===== src/rtl/csr_pkg.sv =====
// Shared definitions for the CSR access controller: op encodings,
// FPU-owned CSR addresses and the stage-1 pipeline payload.
package csr_pkg;

    localparam int CSR_NUM_WARPS   = 4;
    localparam int CSR_NUM_THREADS = 4;
    localparam int CSR_ADDR_W      = 12;
    localparam int CSR_NR_BITS     = 5;
    localparam int CSR_NW_BITS     = (CSR_NUM_WARPS > 1) ? $clog2(CSR_NUM_WARPS) : 1;

    typedef enum logic [1:0] {
        CSR_OP_ILLEGAL = 2'b00,
        CSR_OP_RW      = 2'b01,
        CSR_OP_RS      = 2'b10,
        CSR_OP_RC      = 2'b11
    } csr_op_e;

    localparam logic [CSR_ADDR_W-1:0] CSR_FFLAGS = 12'h001;
    localparam logic [CSR_ADDR_W-1:0] CSR_FRM    = 12'h002;
    localparam logic [CSR_ADDR_W-1:0] CSR_FCSR   = 12'h003;

    typedef struct packed {
        logic                       valid;
        logic [CSR_NW_BITS-1:0]     wid;
        logic [CSR_NUM_THREADS-1:0] tmask;
        csr_op_e                    op;
        logic [CSR_ADDR_W-1:0]      addr;
        logic [31:0]                operand;
        logic [31:0]                old;
        logic [CSR_NR_BITS-1:0]     rd;
        logic                       wb;
        logic                       write_req;
    } csr_s1_t;

    // CSRs that the FPU updates asynchronously to issue.
    function automatic logic is_fpu_csr(input logic [CSR_ADDR_W-1:0] addr);
        return (addr == CSR_FFLAGS) || (addr == CSR_FRM) || (addr == CSR_FCSR);
    endfunction

endpackage


===== src/rtl/csr_rmw_alu.sv =====
// Read-modify-write combiner: produces the new CSR value from the old
// value and the operand, truncated to the CSR data block's write width.
module csr_rmw_alu
    import csr_pkg::*;
#(
    parameter int CSR_WIDTH = 12
) (
    input  logic [1:0]           op,
    input  logic [31:0]          old_value,
    input  logic [31:0]          operand,
    output logic [CSR_WIDTH-1:0] new_value
);

    logic [31:0] full_value;

    // Select the set/clear/write combination for the current op
    always_comb begin
        // NOTE: full_value gets a default before the case so no path leaves it unassigned (no latch).
        full_value = old_value;
        case (csr_op_e'(op))
            CSR_OP_RW: full_value = operand;
            CSR_OP_RS: full_value = old_value | operand;
            CSR_OP_RC: full_value = old_value & ~operand;
            default:   full_value = old_value;
        endcase
    end

    assign new_value = full_value[CSR_WIDTH-1:0];

    // Bits above the CSR data block's width are intentionally dropped.
    if (CSR_WIDTH < 32) begin : g_trunc
        logic unused_upper;
        assign unused_upper = ^full_value[31:CSR_WIDTH];
    end

endmodule


===== src/rtl/csr_access_ctrl.sv =====
// Two-stage request-side controller for the per-core CSR data block.
// Stage 0 reads the CSR combinationally on accept; stage 1 holds the
// instruction, returns the old value and commits the write in the
// response handshake cycle.
module csr_access_ctrl
    import csr_pkg::*;
#(
    parameter int NUM_WARPS     = CSR_NUM_WARPS,
    parameter int NUM_THREADS   = CSR_NUM_THREADS,
    parameter int CSR_ADDR_BITS = CSR_ADDR_W,
    parameter int CSR_WIDTH     = 12,
    parameter int NR_BITS       = CSR_NR_BITS,
    localparam int NW_BITS      = (NUM_WARPS > 1) ? $clog2(NUM_WARPS) : 1
) (
    input  logic                     clk,
    input  logic                     reset,
    input  logic                     req_valid,
    output logic                     req_ready,
    input  logic [NW_BITS-1:0]       req_wid,
    input  logic [NUM_THREADS-1:0]   req_tmask,
    input  logic [1:0]               req_op,
    input  logic                     req_use_imm,
    input  logic [4:0]               req_imm,
    input  logic [31:0]              req_rs1_data,
    input  logic                     req_rs1_is_x0,
    input  logic [CSR_ADDR_BITS-1:0] req_addr,
    input  logic [NR_BITS-1:0]       req_rd,
    input  logic                     req_wb,
    input  logic [NUM_WARPS-1:0]     fpu_pending,
    output logic                     csr_read_enable,
    output logic [CSR_ADDR_BITS-1:0] csr_read_addr,
    output logic [NW_BITS-1:0]       csr_read_wid,
    input  logic [31:0]              csr_read_data,
    output logic                     csr_write_enable,
    output logic [CSR_ADDR_BITS-1:0] csr_write_addr,
    output logic [NW_BITS-1:0]       csr_write_wid,
    output logic [CSR_WIDTH-1:0]     csr_write_data,
    output logic                     rsp_valid,
    input  logic                     rsp_ready,
    output logic [NW_BITS-1:0]       rsp_wid,
    output logic [NUM_THREADS-1:0]   rsp_tmask,
    output logic [NR_BITS-1:0]       rsp_rd,
    output logic                     rsp_wb,
    output logic [31:0]              rsp_data,
    output logic                     busy
);

    csr_s1_t     s1_q;
    csr_s1_t     s1_d;
    logic [31:0] operand;
    logic        operand_zero;
    logic        write_req;
    logic        raw_hazard;
    logic        fpu_hazard;
    logic        stall;
    logic        accept;

    // Operand select, write qualification, hazard detection and issue handshake
    always_comb begin
        operand      = req_use_imm ? {27'd0, req_imm} : req_rs1_data;
        operand_zero = req_use_imm ? (req_imm == 5'd0) : req_rs1_is_x0;
        write_req    = 1'b0;
        case (csr_op_e'(req_op))
            CSR_OP_RW:            write_req = 1'b1;
            CSR_OP_RS, CSR_OP_RC: write_req = ~operand_zero;
            default:              write_req = 1'b0;
        endcase
        // No forwarding: a younger access to the same CSR waits for the write to land.
        raw_hazard = s1_q.valid & s1_q.write_req
                   & (s1_q.addr == req_addr) & (s1_q.wid == req_wid);
        fpu_hazard = fpu_pending[req_wid] & is_fpu_csr(req_addr);
        stall      = raw_hazard | fpu_hazard;
        req_ready  = ~reset & ~stall & (~s1_q.valid | rsp_ready);
        accept     = req_valid & req_ready;
    end

    // Assemble the stage-1 payload from the issuing request and the read data
    always_comb begin
        s1_d           = '0;
        s1_d.valid     = 1'b1;
        s1_d.wid       = req_wid;
        s1_d.tmask     = req_tmask;
        s1_d.op        = csr_op_e'(req_op);
        s1_d.addr      = req_addr;
        s1_d.operand   = operand;
        s1_d.old       = csr_read_data;
        s1_d.rd        = req_rd;
        s1_d.wb        = req_wb;
        s1_d.write_req = write_req;
    end

    // Stage-1 register: capture on accept, retire on response handshake
    always_ff @(posedge clk) begin
        // NOTE: only the valid bit is reset; the payload is qualified by it and need not be cleared.
        // NOTE: sequential state uses non-blocking assignments so all registers update together.
        if (reset) begin
            s1_q.valid <= 1'b0;
        end else if (accept) begin
            s1_q <= s1_d;
        end else if (rsp_ready) begin
            s1_q.valid <= 1'b0;
        end
    end

    csr_rmw_alu #(
        .CSR_WIDTH (CSR_WIDTH)
    ) u_alu (
        .op        (s1_q.op),
        .old_value (s1_q.old),
        .operand   (s1_q.operand),
        .new_value (csr_write_data)
    );

    assign csr_read_enable  = accept;
    assign csr_read_addr    = req_addr;
    assign csr_read_wid     = req_wid;

    // The write lands exactly once, in the cycle the response is taken.
    assign csr_write_enable = s1_q.valid & s1_q.write_req & rsp_ready;
    assign csr_write_addr   = s1_q.addr;
    assign csr_write_wid    = s1_q.wid;

    assign rsp_valid = s1_q.valid;
    assign rsp_wid   = s1_q.wid;
    assign rsp_tmask = s1_q.tmask;
    assign rsp_rd    = s1_q.rd;
    assign rsp_wb    = s1_q.wb;
    assign rsp_data  = s1_q.old;

    assign busy = s1_q.valid | req_valid;

    // An illegal op is tolerated in hardware but flags a broken decoder in simulation.
    assert property (@(posedge clk) disable iff (reset)
        accept |-> (req_op != CSR_OP_ILLEGAL))
        else $error("csr_access_ctrl: illegal CSR op accepted");

endmodule


===== config.mk =====
export PLATFORM = sky130hd
export DESIGN_NAME = csr_access_ctrl
export DESIGN_NICKNAME = d
export VERILOG_FILES = /design/src/rtl/csr_pkg.sv /design/src/rtl/csr_rmw_alu.sv /design/src/rtl/csr_access_ctrl.sv
export SDC_FILE = /design/constraint.sdc
export NUM_CORES = 1
export LEC_CHECK = 0
export ABC_AREA = 1
export BUFFER_PORTS_ARGS = -buffer_cell sky130_fd_sc_hd__buf_2
export CAP_MARGIN = 20
export CELL_PAD_IN_SITES_DETAIL_PLACEMENT = 1
export CELL_PAD_IN_SITES_GLOBAL_PLACEMENT = 1
export CORE_MARGIN = 4
export CORE_UTILIZATION = 33
export DETAILED_ROUTE_END_ITERATION = 10
export GPL_TIMING_DRIVEN = 0
export PLACE_DENSITY = 0.79
export SYNTH_ARGS = -nofsm -noshare
export SYNTH_HDL_FRONTEND = slang
export SYNTH_HIERARCHICAL = 1
export SYNTH_SLANG_ARGS = --single-unit

===== constraint.sdc =====
create_clock -name clk -period 5.6 [get_ports clk]
set_clock_uncertainty 0.1 [all_clocks]
set_input_delay 1.4 -clock clk [delete_from_list [all_inputs] [get_ports clk]]
set_output_delay 1.4 -clock clk [all_outputs]
set_load 0.005 [all_outputs]

==> summary.txt, run 1 <==
Pwr
  • Peak VDD IR: approximately 0.10 mV
  • Internal power contribution: roughly 910 uW
  • Comb pwr share: 0.135
  • Lkg Pwr: 0.002533 uW
  • Share of total power in the clock network: 0.339
  • Power density normalized to cell area: 248.2 mW/mm^2
  • Power, Total: between 1000 and 1500 uW
  • Switching power summed over all nets: ~290 uW
  • Sequential group share of total power: 0.526
  • Switching share of power: 0.2430

Global routing
  • Met3 capacity usage during global routing: 0.05027
  • Via count of the first global-routing pass: 3277
  • Met2 demand-to-capacity share in global routing: 0.2840
  • Congestion Overflow GR: 0
  • First-pass GRT wire length: around 15 mm
  • Global routing usage on met1: 0.1516
  • Number of antenna violations at the first check in global routing: 1
  • Maximum number of pins on one net before global-route repair: 72
  • Most utilized layer in the global route result: met2
  • Total global routing track utilization: 0.1520

Die
  • Die Height: around 110 um
  • Starting Density: 0.3444
  • I/O pin total: 194
  • Total number of placement rows: 37
  • Die outline area: 0.01271 sq mm
  • Die boundary width: 112.7 um
  • Placeable core region: 0.01051 sq mm

Worst hold path
  • Worst min path class: flip-flop to flip-flop
  • Min-Delay Endpoint: rsp_valid
  • Worst hold path depth: 2
  • Start point of the worst hold path: rsp_valid

STA
  • Setup repair after global routing missed its margin: false
  • Final hold violation count: 0
  • Worst relative slew slack: 0.4095
  • Number of pins with negative max-slew slack in the final report: 0
  • Total setup violations reported at the end of the flow: 0
  • Total negative slack: 0 ps
  • Final critical delay including setup and external delays: 3924 ps
  • Achievable clock frequency: ~250 MHz
  • Transition time at the pin with the least slew margin: between 800 and 900 ps
  • Period utilization: 0.7008

Routing
  • Pre-antenna DRT Iters: 4
  • Via count: about 2.9k
  • Remaining antenna violation count after routing: 0
  • Per-cell routed wire length: 13.47 um
  • 1st-iter DRT viols: 53
  • Number of remaining DRC errors: 0
  • Via density: 4.239
  • Aggregate routed wire length: about 9.4 mm

Finish
  • Antenna diode instance count: 0
  • Synth-to-layout area growth: 33.70%
  • Final instance count without filler cells: 695
  • Number of inserted filler cells in the final layout: 1289
  • Register Area: about 0.0022 sq mm
  • Multi-input combinational cell area: 690.7 sq um
  • Final nets: approximately 660
  • Fraction of final layout cells with drive strength greater than 1: 0.4830

Run
  • Number of max-capacitance violations reported: 0

Run status
  • Result of the run: complete, no violations

Clock network
  • Post-CTS setup-driven buffer insertion count: 0
  • Max Buffers Root-to-Sink: 2
  • Clock transition time at the flip-flop clock pins of the worst setup and hold paths: 70 ps
  • Num CTS Buffers: 9
  • Hold-fix buffer count after cts: 0
  • Cts repair resizes: 0
  • Clock tree from TritonCTS: built
  • Clock root buffer: sky130_fd_sc_hd__clkbuf_8
  • # clock sinks: 72
  • Deepest level of the CTS H-tree: 3
  • Insertion delay to the later sink of the worst-skew pair: 350 ps

Critical path
  • CP max FO: 5
  • Category of the worst setup path launch point: primary input
  • Endpoint arrival time on the critical path: 2420 ps
  • Worst path cell trace: buf_2, nor2_1, nand2_1, nor2_1, nand2_1, nor2_1, nor2_4, nand3_2, inv_1, buf_2
  • Top cell family by delay on the critical path: simple AND/OR/NAND/NOR gates
  • Depth of the most critical reg-to-reg path: 9
  • Worst flop-to-flop path startpoint: csr_write_addr[2]
  • Setup CP Type: primary input to output pin
  • Worst path required time: 4100 ps
  • Crit path max-delay cell type: sky130_fd_sc_hd__nor2_1
  • Most repeated library cell on the critical path: sky130_fd_sc_hd__nor2_1
  • Endpoint of the lowest-slack register-to-register path: rsp_data[26]
  • Number of buffers and inverters on the critical path: 3
  • Reg2reg setup slack: 3450 ps
  • Worst Setup End Kind: output pin
  • Delay of the slowest cell on the worst path: around 180 ps

Synthesis
  • Net count of the mapped netlist: 476
  • Syn Area/Cell: 9.757 sq um
  • Netlist area before placement: 0.003620 sq mm
  • Count of mapped cells out of synthesis: 371
  • Synth Warn #: 6

Placement
  • Number of placed cells counting well taps: approximately 680
  • DPL Wire Length: 7.338 mm
  • IO Port Bufs: between 150 and 200
  • RePlAce Congestion: 0.7834
==> worst max path at each step <==
stage | from | to | cells past startpoint
6_report | req_addr[6] | csr_read_enable | 10
5_1_grt | req_addr[6] | csr_read_enable | 10
4_1_cts | req_addr[6] | csr_read_enable | 10
3_5_place_dp | req_addr[6] | csr_read_enable | 10
3_3_place_gp | req_addr[11] | rsp_data[15] | 10
2_1_floorplan | req_addr[11] | csr_write_addr[0] | 9
==> placed cells by master, fill, tap and decap left out, types with 2 or more instances in the layout <==
master / instances
sky130_fd_sc_hd__buf_2: 175
sky130_fd_sc_hd__nand2_1: 113
sky130_fd_sc_hd__buf_4: 72
sky130_fd_sc_hd__edfxtp_1: 71
sky130_fd_sc_hd__inv_1: 49
sky130_fd_sc_hd__nor2_1: 30
sky130_fd_sc_hd__nand3_1: 15
sky130_fd_sc_hd__clkbuf_8: 9
sky130_fd_sc_hd__inv_2: 2
sky130_fd_sc_hd__o21ai_1: 2
sky130_fd_sc_hd__o21ai_0: 2
sky130_fd_sc_hd__clkbuf_1: 2
sky130_fd_sc_hd__clkinv_1: 2
sky130_fd_sc_hd__buf_6: 2
==> cell type report <==
type,count,area share
flip-flops and latches,72,0.4447
repair buffers,172,0.1779
multi-input cells,169,0.1427
plain buffers,78,0.1202
inverters,52,0.04085
well taps,136,0.03516
clock buffers,10,0.02637
clock inverters,6,0.01215
==> stage by stage <==
step	area (sq um)	setup slack, ps	hold slack, ps	utilization
floorplan	3620	1811	405.9	-
global placement	4651	922.5	426.7	0.4426
detailed placement	4653	1649	420.8	0.4428
CTS	4840	1641	431.9	0.4605
global route	4840	1507	473.0	0.4605
finish	4840	1676	431.0	0.4605
==> metal layers <==
layer	wire, um	vias to the layer above
met4	233	2
li1	-	1452
met5	18	-
met1	3337	1368
met3	760	21
met2	5012	103
==> power by group through the flow <==
stage | logic (uW) | clock network, uW | registers (uW)
6_report | 162 | 407 | 632
3_3_place_gp | 159 | 0 | 645
3_5_place_dp | 166 | 0 | 645
2_1_floorplan | 83.7 | 0 | 642
4_1_cts | 166 | 422 | 633
5_1_grt | 183 | 447 | 636
==> worst min-delay path: stages (launching register included) <==
cell and delay (ps):
sky130_fd_sc_hd__dfxtp_1 340, sky130_fd_sc_hd__nand2_1 100, sky130_fd_sc_hd__a21oi_2 50
==> registers in the layout (all words and copies together), names as in the netlist <==
name / flops
csr_write_addr: 12
csr_write_wid: 2
rsp_data: 32
rsp_rd: 5
rsp_tmask: 4
rsp_valid: 1
rsp_wb: 1
s1_q: 15
No activity file was read; power rests on OpenSTA's default activity.
==> run 2, diff against run 1 <==
--- a/config.mk
+++ b/config.mk
@@ -5,7 +5,7 @@
 export SDC_FILE = /design/constraint.sdc
 export NUM_CORES = 1
 export LEC_CHECK = 0
-export ABC_AREA = 1
+export ABC_AREA = 0
 export BUFFER_PORTS_ARGS = -buffer_cell sky130_fd_sc_hd__buf_2
 export CAP_MARGIN = 20
 export CELL_PAD_IN_SITES_DETAIL_PLACEMENT = 1
==> constraint.sdc (replaced) <==
create_clock -name clk -period 3.6 [get_ports clk]
set_clock_uncertainty 0.1 [all_clocks]
set_input_delay 0.9 -clock clk [delete_from_list [all_inputs] [get_ports clk]]
set_output_delay 0.9 -clock clk [all_outputs]
set_load 0.005 [all_outputs]
==> summary.txt, run 2 <==
Run status
  • Result of the run: complete, no violations

STA
  • Transition time at the pin with the least slew margin: 711.5 ps (-174.3 ps)
  • Period utilization: 0.9418
  • Setup repair after global routing missed its margin: false
  • Achievable clock frequency: 294.9 MHz
  • Final critical delay including setup and external delays: 3391 ps
  • Final hold violation count: 0 (unchanged)
  • Worst relative slew slack: 0.5250 (+0.1155)
  • Worst hold margin: 607.6 ps (+176.6 ps)
  • Number of pins with negative max-slew slack in the final report: 0 (unchanged)
  • Total setup violations reported at the end of the flow: 0 (unchanged)

Critical path
  • Worst path required time: 2600 ps (-1500 ps)
  • Number of buffers and inverters on the critical path: 2 (-1)
  • Worst flop-to-flop path startpoint: csr_write_addr[7]
  • Worst Setup SP: req_addr[7]
  • Setup CP Type: primary input to output pin
  • CP max FO: 4 (-1)
  • Top cell family by delay on the critical path: simple AND/OR/NAND/NOR gates
  • Endpoint arrival time on the critical path: 2390 ps (-30 ps)
  • Worst path cell trace: buf_2, xor2_1, or4_4, nor4_4, nor4bb_1, buf_2
  • Delay of the slowest cell on the worst path: 540 ps (+360 ps)
  • Category of the worst setup path launch point: primary input
  • Most repeated library cell on the critical path: sky130_fd_sc_hd__buf_2
  • Worst Setup End Kind: output pin
  • Crit path max-delay cell type: sky130_fd_sc_hd__or4_4

Die
  • Die boundary width: 112.7 um (about the same)
  • I/O pin total: 194 (unchanged)
  • Die Height: 112.7 um (about the same)
  • Total number of placement rows: 37 (unchanged)
  • Starting Density: 0.3440 (-0.0004763)
  • Die outline area: 0.01269 sq mm (-0.12%)
  • Placeable core region: 0.01051 sq mm (unchanged)

Worst hold path
  • Start point of the worst hold path: rsp_valid
  • Worst min path class: flip-flop to flip-flop

Run
  • Number of max-capacitance violations reported: 0 (unchanged)

Routing
  • 1st-iter DRT viols: 91 (+72%)
  • Remaining antenna violation count after routing: 0 (unchanged)
  • Pre-antenna DRT Iters: 4 (unchanged)
  • Via density: 4.344 (+2.5%)
  • Via count: 2528 (-14%)
  • Aggregate routed wire length: 9.678 mm (+3.4%)
  • Number of remaining DRC errors: 0 (unchanged)
  • Per-cell routed wire length: 16.63 um (+23%)

Placement
  • DPL Wire Length: 7.822 mm (+6.6%)
  • IO Port Bufs: 172 (unchanged)
  • RePlAce Congestion: 0.7390 (-5.7%)

Pwr
  • Power density normalized to cell area: 394.4 mW/mm^2 (+59%)
  • Peak VDD IR: 0.1972 mV (+93%)
  • Switching power summed over all nets: 440.1 uW (+51%)
  • Comb pwr share: 0.136 (about the same)
  • Sequential group share of total power: 0.505 (-0.021)
  • Switching share of power: 0.2258 (-0.01726)
  • Internal power contribution: 1509 uW (+66%)
  • Lkg Pwr: 0.002246 uW (-11%)
  • Share of total power in the clock network: 0.359 (+0.020)

Clock network
  • Hold-fix buffer count after cts: 0 (unchanged)
  • Post-CTS setup-driven buffer insertion count: 0 (unchanged)
  • Deepest level of the CTS H-tree: 3 (unchanged)
  • # clock sinks: 72 (unchanged)
  • Clock tree from TritonCTS: built
  • Insertion delay to the later sink of the worst-skew pair: 340 ps (about the same)
  • Cts repair resizes: 0 (unchanged)
  • Clock root buffer: sky130_fd_sc_hd__clkbuf_8
  • Max Buffers Root-to-Sink: 2 (unchanged)
  • Num CTS Buffers: 9 (unchanged)
  • Clock transition time at the flip-flop clock pins of the worst setup and hold paths: 70 ps (about the same)

Finish
  • Layout Utilization: 0.4703 (+0.009763)
  • Register Area: 0.002152 sq mm (unchanged)
  • Final nets: 545 (-17%)
  • Fraction of final layout cells with drive strength greater than 1: 0.6247 (+0.1417)
  • Max reg flops: 32 (unchanged)
  • Number of inserted filler cells in the final layout: 1170 (-9.2%)
  • Multi-input combinational cell area: 879.6 sq um (+27%)
  • Synth-to-layout area growth: 36.73%
  • Top library cells by usage in the layout, fill and taps aside: 174 x sky130_fd_sc_hd__buf_2, 71 x sky130_fd_sc_hd__buf_4, 71 x sky130_fd_sc_hd__edfxtp_1
  • Commonest non-fill, non-tap cell in the layout: sky130_fd_sc_hd__buf_2

Synthesis
  • Netlist area before placement: 0.003615 sq mm (-0.14%)
  • Count of mapped cells out of synthesis: 252 (-32%)
  • Net count of the mapped netlist: 357 (-25%)
  • Syn Area/Cell: 14.34 sq um (+47%)
  • Synth Warn #: 6 (unchanged)

Global routing
  • Congestion Overflow GR: 0 (unchanged)
  • Total global routing track utilization: 0.1534 (+0.001381)
  • Number of antenna violations at the first check in global routing: 3 (+2)
  • First-pass GRT wire length: 15.00 mm (-2.1%)
  • Via count of the first global-routing pass: 2817 (-14%)
  • Maximum number of pins on one net before global-route repair: 17 (-76%)
==> run 2: final cells by class <==
cell class,instances,area share
Clock buffer,11,0.02658
Inverter,1,0.0007595
Clock inverter,5,0.01646
Multi-Input combinational cell,100,0.1780
Tap cell,136,0.03443
Buffer,79,0.1208
Antenna cell,1,0.0005063
Sequential cell,72,0.4354
Timing Repair Buffer,177,0.1871
==> run 2: path summary, 6_finish.rpt <==
path                            slack, ps  cells after the start               to
worst min register to register        610                      3        rsp_valid
worst min-delay path                  610                      3        rsp_valid
worst max-delay path                  210                      6  csr_read_enable
worst max register to register       1140                      6     rsp_data[28]
==> run 2: through the flow <==
stage / instance area (sq um) / TNS, ps / setup WS [ps] / cells / power [uW]
global placement: 4663 / -145130 / -2046 / 560 / 1256
finish: 4942 / 0 / 209.5 / 582 / 1949
detailed placement: 4727 / 0 / 196.6 / 565 / 1274
CTS: 4940 / 0 / 199.4 / 581 / 1981
global route: 4940 / 0 / 125.5 / 581 / 2046
floorplan: 3632 / -65130 / -917.3 / 252 / 1137
==> run 2: power groups by stage <==
| stage | logic (uW) | clock network, uW | registers, uW |
|---|---|---|---|
| floorplan | 136 | 0 | 1000 |
| global placement | 252 | 0 | 1000 |
| detailed placement | 270 | 0 | 1000 |
| CTS | 271 | 725 | 985 |
| global route | 290 | 767 | 989 |
| finish | 265 | 700 | 984 |
==> run 2: layer usage <==
| metal | vias up | routed length, um | share of wire | GRT usage |
|---|---|---|---|---|
| met2 | 103 | 5149 | 0.53 | 0.2749 |
| met5 | - | 27 | 0.0028 | 0 |
| met4 | 4 | 132 | 0.014 | 0.06651 |
| li1 | 1218 | - | - | - |
| met1 | 1190 | 3506 | 0.36 | 0.1621 |
| met3 | 13 | 861 | 0.089 | 0.05337 |
==> run 2: worst min-delay path, cell delays in order (launching register included) <==
cell and delay [ps]:
sky130_fd_sc_hd__dfxtp_1 340, sky130_fd_sc_hd__nor2b_1 170, sky130_fd_sc_hd__nand2b_1 100, sky130_fd_sc_hd__o31ai_2 60
